$ cat config.mk
export PLATFORM = sky130hd
export DESIGN_NAME = multicycle_controller
export DESIGN_NICKNAME = d
export VERILOG_FILES = /design/src/rtl/multicycle_controller.sv
export SDC_FILE = /design/constraint.sdc
export NUM_CORES = 1
export LEC_CHECK = 0
export BUFFER_PORTS_ARGS = -buffer_cell sky130_fd_sc_hd__buf_2
export CORE_MARGIN = 10
export CORE_UTILIZATION = 46
export DETAILED_ROUTE_END_ITERATION = 12
export PLACE_DENSITY = 0.75
export SLEW_MARGIN = 10
export SYNTH_ARGS = -nofsm -noshare
export SYNTH_HDL_FRONTEND = slang
export SYNTH_SLANG_ARGS = --single-unit
$ cat constraint.sdc
create_clock -name clk -period 2 [get_ports clk]
set_input_delay 0.4 -clock clk [delete_from_list [all_inputs] [get_ports clk]]
set_output_delay 0.4 -clock clk [all_outputs]
set_load 0.02 [all_outputs]
$ cat src/rtl/multicycle_controller.sv
// Main control FSM for the multicycle RV32I core: sequences the shared ALU, the unified memory port and the register file.
// Moore outputs, except the FETCH ir_write/pc_update and instr_retired, which also follow mem_ready / next state.
// Memory requests hold until mem_ready; define MULTICYCLE_WAIT_STATES_EN to honour mem_ready (otherwise it reads as 1).
module multicycle_controller (
    input  logic       clk,
    input  logic       rst,
    input  logic [6:0] op,
    input  logic       mem_ready,
    output logic       mem_req,
    output logic       mem_write,
    output logic       adr_src,
    output logic       ir_write,
    output logic       pc_update,
    output logic       branch,
    output logic       reg_write,
    output logic [1:0] alu_src_a,
    output logic [1:0] alu_src_b,
    output logic [1:0] alu_op,
    output logic [1:0] result_src,
    output logic       instr_retired,
    output logic       illegal_op
);

    localparam logic [6:0] OP_LOAD   = 7'b0000011;
    localparam logic [6:0] OP_STORE  = 7'b0100011;
    localparam logic [6:0] OP_ALU_R  = 7'b0110011;
    localparam logic [6:0] OP_ALU    = 7'b0010011;
    localparam logic [6:0] OP_LUI    = 7'b0110111;
    localparam logic [6:0] OP_BRANCH = 7'b1100011;
    localparam logic [6:0] OP_JAL    = 7'b1101111;
    localparam logic [6:0] OP_JALR   = 7'b1100111;

    typedef enum logic [3:0] {
        FETCH, DECODE, MEM_ADR, MEM_READ, MEM_WB, MEM_WRITE, EXEC_R, EXEC_I,
        ALU_WB, BRANCH, JAL, JALR, JALR_LINK, LUI, TRAP
    } state_t;

    state_t state, state_nxt;
    logic   ready;

`ifdef MULTICYCLE_WAIT_STATES_EN
    assign ready = mem_ready;
`else
    logic unused_mem_ready;
    assign unused_mem_ready = mem_ready;
    assign ready = 1'b1;
`endif

    always_ff @(posedge clk or posedge rst) begin
        if (rst) state <= FETCH;
        else     state <= state_nxt;
    end

    always_comb begin
        state_nxt     = state;
        mem_req       = 1'b0;
        mem_write     = 1'b0;
        adr_src       = 1'b0;
        ir_write      = 1'b0;
        pc_update     = 1'b0;
        branch        = 1'b0;
        reg_write     = 1'b0;
        alu_src_a     = 2'b00;
        alu_src_b     = 2'b00;
        alu_op        = 2'b00;
        result_src    = 2'b00;
        instr_retired = 1'b0;
        illegal_op    = 1'b0;

        case (state)
            FETCH: begin
                mem_req    = 1'b1;
                alu_src_b  = 2'b10;
                result_src = 2'b10;
                ir_write   = ready;
                pc_update  = ready;
                if (ready) state_nxt = DECODE;
            end
            DECODE: begin
                // Old PC + immediate parked in the ALU-out register as branch target
                alu_src_a = 2'b01;
                alu_src_b = 2'b01;
                case (op)
                    OP_LOAD, OP_STORE: state_nxt = MEM_ADR;
                    OP_ALU_R:          state_nxt = EXEC_R;
                    OP_ALU:            state_nxt = EXEC_I;
                    OP_LUI:            state_nxt = LUI;
                    OP_BRANCH:         state_nxt = BRANCH;
                    OP_JAL:            state_nxt = JAL;
                    OP_JALR:           state_nxt = JALR;
                    default:           state_nxt = TRAP;
                endcase
            end
            MEM_ADR: begin
                alu_src_a = 2'b10;
                alu_src_b = 2'b01;
                state_nxt = (op == OP_LOAD) ? MEM_READ : MEM_WRITE;
            end
            MEM_READ: begin
                mem_req = 1'b1;
                adr_src = 1'b1;
                if (ready) state_nxt = MEM_WB;
            end
            MEM_WB: begin
                result_src = 2'b01;
                reg_write  = 1'b1;
                state_nxt  = FETCH;
            end
            MEM_WRITE: begin
                mem_req   = 1'b1;
                mem_write = 1'b1;
                adr_src   = 1'b1;
                if (ready) state_nxt = FETCH;
            end
            EXEC_R: begin
                alu_src_a = 2'b10;
                alu_op    = 2'b10;
                state_nxt = ALU_WB;
            end
            EXEC_I: begin
                alu_src_a = 2'b10;
                alu_src_b = 2'b01;
                alu_op    = 2'b10;
                state_nxt = ALU_WB;
            end
            LUI: begin
                alu_src_b = 2'b01;
                alu_op    = 2'b11;
                state_nxt = ALU_WB;
            end
            ALU_WB: begin
                reg_write = 1'b1;
                state_nxt = FETCH;
            end
            BRANCH: begin
                alu_src_a = 2'b10;
                alu_op    = 2'b01;
                branch    = 1'b1;
                state_nxt = FETCH;
            end
            JAL: begin
                // Target already in ALU-out; ALU computes link = old PC + 4
                alu_src_a = 2'b01;
                alu_src_b = 2'b10;
                pc_update = 1'b1;
                state_nxt = ALU_WB;
            end
            JALR: begin
                alu_src_a  = 2'b10;
                alu_src_b  = 2'b01;
                result_src = 2'b10;
                pc_update  = 1'b1;
                state_nxt  = JALR_LINK;
            end
            JALR_LINK: begin
                alu_src_a = 2'b01;
                alu_src_b = 2'b10;
                state_nxt = ALU_WB;
            end
            TRAP: begin
                illegal_op = 1'b1;
                state_nxt  = TRAP;
            end
            default: state_nxt = TRAP;
        endcase

        instr_retired = (state_nxt == FETCH) && (state != FETCH) && (state != TRAP);

        // Reset is asynchronous: outputs are quiet for the whole time it is held
        if (rst) begin
            mem_req       = 1'b0;
            mem_write     = 1'b0;
            adr_src       = 1'b0;
            ir_write      = 1'b0;
            pc_update     = 1'b0;
            branch        = 1'b0;
            reg_write     = 1'b0;
            alu_src_a     = 2'b00;
            alu_src_b     = 2'b00;
            alu_op        = 2'b00;
            result_src    = 2'b00;
            instr_retired = 1'b0;
            illegal_op    = 1'b0;
        end
    end

endmodule

==> results.toml <==
[worst_setup_path]
start_kind = "flip-flop"
critical_path_class = "flip-flop to output pin"
arrival_ps = 1700
critPathCaptureType = "output pin"
cp_slowest_cell = "dfrtp_1"
critPathMaxFanout = 9
cp.required_ps = 1600
path_cells = "buf_8 -> nor4b_4 -> nand4b_1 -> o211ai_1 -> nor4_4 -> buf_4"
cpPeakStageDelay_ps = 410

[power_and_ir_drop]
switchingPower_mw = 0.0698
p_int_mw = 0.171
pwr-share-comb_pct = 21.9
p_leak_nw = 0.520
netSwitchingFraction_pct = 29.0
pwr-share-seq_pct = 33.7
powerDensity_nw_per_um2 = 207
irDropWorstVdd_v = 0.000274
clkPwrFrac_pct = 44.4

[sta]
period_minus_slack_ps = 2100
setup_ws_ps = -96.4
fin_setup_tns_ps = -129
grt_setup_unrepaired = "yes"
relSlewSlack_pct = 74.4
fin_skew_ps = 4.88
max_freq_ghz = 0.477
drv_slew = 0
worst_slew_pin_slew_ps = 382
hold_viol_final = 0
setup_viol = 3
fin_crit_sh_pct = 105

[worst_hold_path]
hold_class = "primary input to asynchronous set/reset pin"

[placement]
finalWeightedCongestion = 0.792
postPlaceCellArea_um2 = 823
port_buffers = 25
hpwl_mm = 1.49

[logic_synthesis]
ys_ff_latch = 4
synthesis.area_um2 = 648
syn_inst = 79
ys_types = 45
synth-seq-area-share_pct = 15.4
synth_nets = 89
syn_avg_cell_area_um2 = 8.20
yosys_warnings = 0

[die]
die_h_um = 57.5
design.core.area_um2 = 1320
row_count = 13
ioPinCount = 27
die_area_um2 = 3310
start_util_pct = 49.2
fp.dieW_um = 57.5

[grt]
gr-total-overflow = 0
grt_usage_pct = 14.2
grt_pass1_wl_mm = 3.95
antenna_found_initial = 0
grt_max_degree = 14
grt_pass1_vias = 870

[outcome]
failed_checks = "setup timing"
outcome = "finished with violations"

[layout]
drive_gt1_share_pct = 68.0
nNetsFinal = 140
top_register = "state"
antenna_cells = 0
stdcell_area_um2 = 1160
area_growth_syn_to_layout_pct = 79.3
largest_register_ffs = 4
top_regs = "state: 4 flops"

[routing]
vias_per_cell = 6.03
avgRoutedWirePerCell_um = 19.4
drt_iter0_drc = 33
dr.pass1.iters = 4
wl_mm = 2.78
drc = 0
vias = 863
final_antenna_net_count = 0

[clocking]
hold_buffers = 0
cts_made_buffers = 3
cts_tree = "built"
clkSlewWorstSetupHoldPaths_ps = 40
clockRootBuffer = "clkbuf_4"
clk_latency_ps = 240
clock_sinks = 4
cts.path.max_buffers = 2
h-tree-depth = 1

[job]
maxCapViolCount = 0
[cell families (layout without fill, tap and decap cells)]
kind of cell	Yosys count	after routing	synth area share, %
buffers and inverters	10	59	12.0
xor gates and xnor gates	3	3	4.05
DFF	4	4	15.4
and+or+nand+nor	41	41	41.3
AOI/OAI and AO/OA	21	21	27.2
[layout make-up]
| class | instances | area (µm²) |
|---|---|---|
| clock buffers | 3 | 22.5 |
| fillers | 57 | 155 |
| inverters | 3 | 11.3 |
| multi-input cells | 65 | 603 |
| flip-flops and latches | 4 | 103 |
| well taps | 15 | 18.8 |
| repair buffers | 53 | 404 |
[routing by layer]
metal / track usage, % / vias up / wire length, µm
met5: 0 / - / 0
met4: 4.70 / 0 / 108
met3: 4.65 / 11 / 214
met2: 25.5 / 48 / 1390
met1: 15.1 / 410 / 1070
li1: - / 394 / -
[cells in the mapped netlist (all sizes together)]
library cell  instances  share of area, %
o211ai                2               3.1
and2b                 3               3.9
nor3                  3               2.3
nor3b                 1               1.2
and3b                 2               2.7
nor4                  4               4.8
dfrtp                 4                15
a2111o                1               1.7
a21o                  1               1.2
and3                  1              0.97
clkbuf                1              0.58
nor2b                 1              0.97
buf                   6               9.7
o21ai                 1              0.77
nand3b                1               1.2
xor2                  1               1.4
a21oi                 8               6.8
or3                   2               2.7
xnor2                 2               2.7
or2                   2               1.9
nand2                 4               2.3
o41ai                 1               2.5
nor2                  8               5.0
o22ai                 1              0.97
nor4b                 2               2.7
nand4b                1               1.4
nand2b                1              0.97
o21a                  1               1.2
o311ai                1               4.1
nand4bb               1               1.7
inv                   3               1.7
a211oi                3               3.5
o211a                 1               1.5
nand3                 4               4.6
[power by group through the flow]
stage | Clock, mW | Combinational (mW) | Sequential, mW
detailed placement | 0 | 0.0473 | 0.0824
finish | 0.107 | 0.0527 | 0.0813
global route | 0.116 | 0.0569 | 0.0812
floorplan | 0 | 0.0204 | 0.0824
CTS | 0.103 | 0.0476 | 0.0813
global placement | 0 | 0.0452 | 0.0824
[metrics by stage]
step	std cells	power (mW)	hold slack, ps	setup WS (ps)	utilization, %
3_3_place_gp	123	0.128	417	-186	62.5
4_1_cts	138	0.232	179	-46.5	75.7
2_1_floorplan	79	0.103	180	31.3	-
6_report	143	0.241	209	-96.4	88.2
5_1_grt	143	0.254	224	-140	88.2
3_5_place_dp	123	0.130	426	-192	62.5
[cell usage in the layout, fill, tap and decap left out, types with 3 or more instances in the layout]
| master | n |
|---|---|
| nand2_1 | 3 |
| a21oi_1 | 6 |
| buf_6 | 5 |
| buf_4 | 27 |
| a211oi_2 | 3 |
| nor2_1 | 5 |
| buf_2 | 18 |
| clkbuf_4 | 3 |
[final timing paths]
path                                from             to  slack [ps]  depth (start not counted)
worst max-delay path            state[1]  instr_retired        -100                          6
worst min-delay path                 rst       state[2]         210                          2
worst max register to register  state[2]       state[1]         570                          4
worst min register to register  state[3]       state[3]         750                          3
max in group asynchronous            rst       state[3]        1590                          2
min in group clk                   op[5]       state[2]         610                          4
[critical path, delay by kind of cell (launching register included)]
family	cells	cell delay, ps
AOI/OAI and AO/OA	1	180
buffers and inverters	2	340
and+or+nand+nor	3	530
DFF	1	410
[repair_timing]
| item | CTS | global route |
|---|---|---|
| gates resized for setup | 16 | 25 |
| setup endpoints to repair | 7 | 9 |
| setup buffers | 12 | 4 |
| pin swaps | 4 | 7 |
| cloned | 0 | 1 |
No activity file was read; power rests on OpenSTA's default activity.
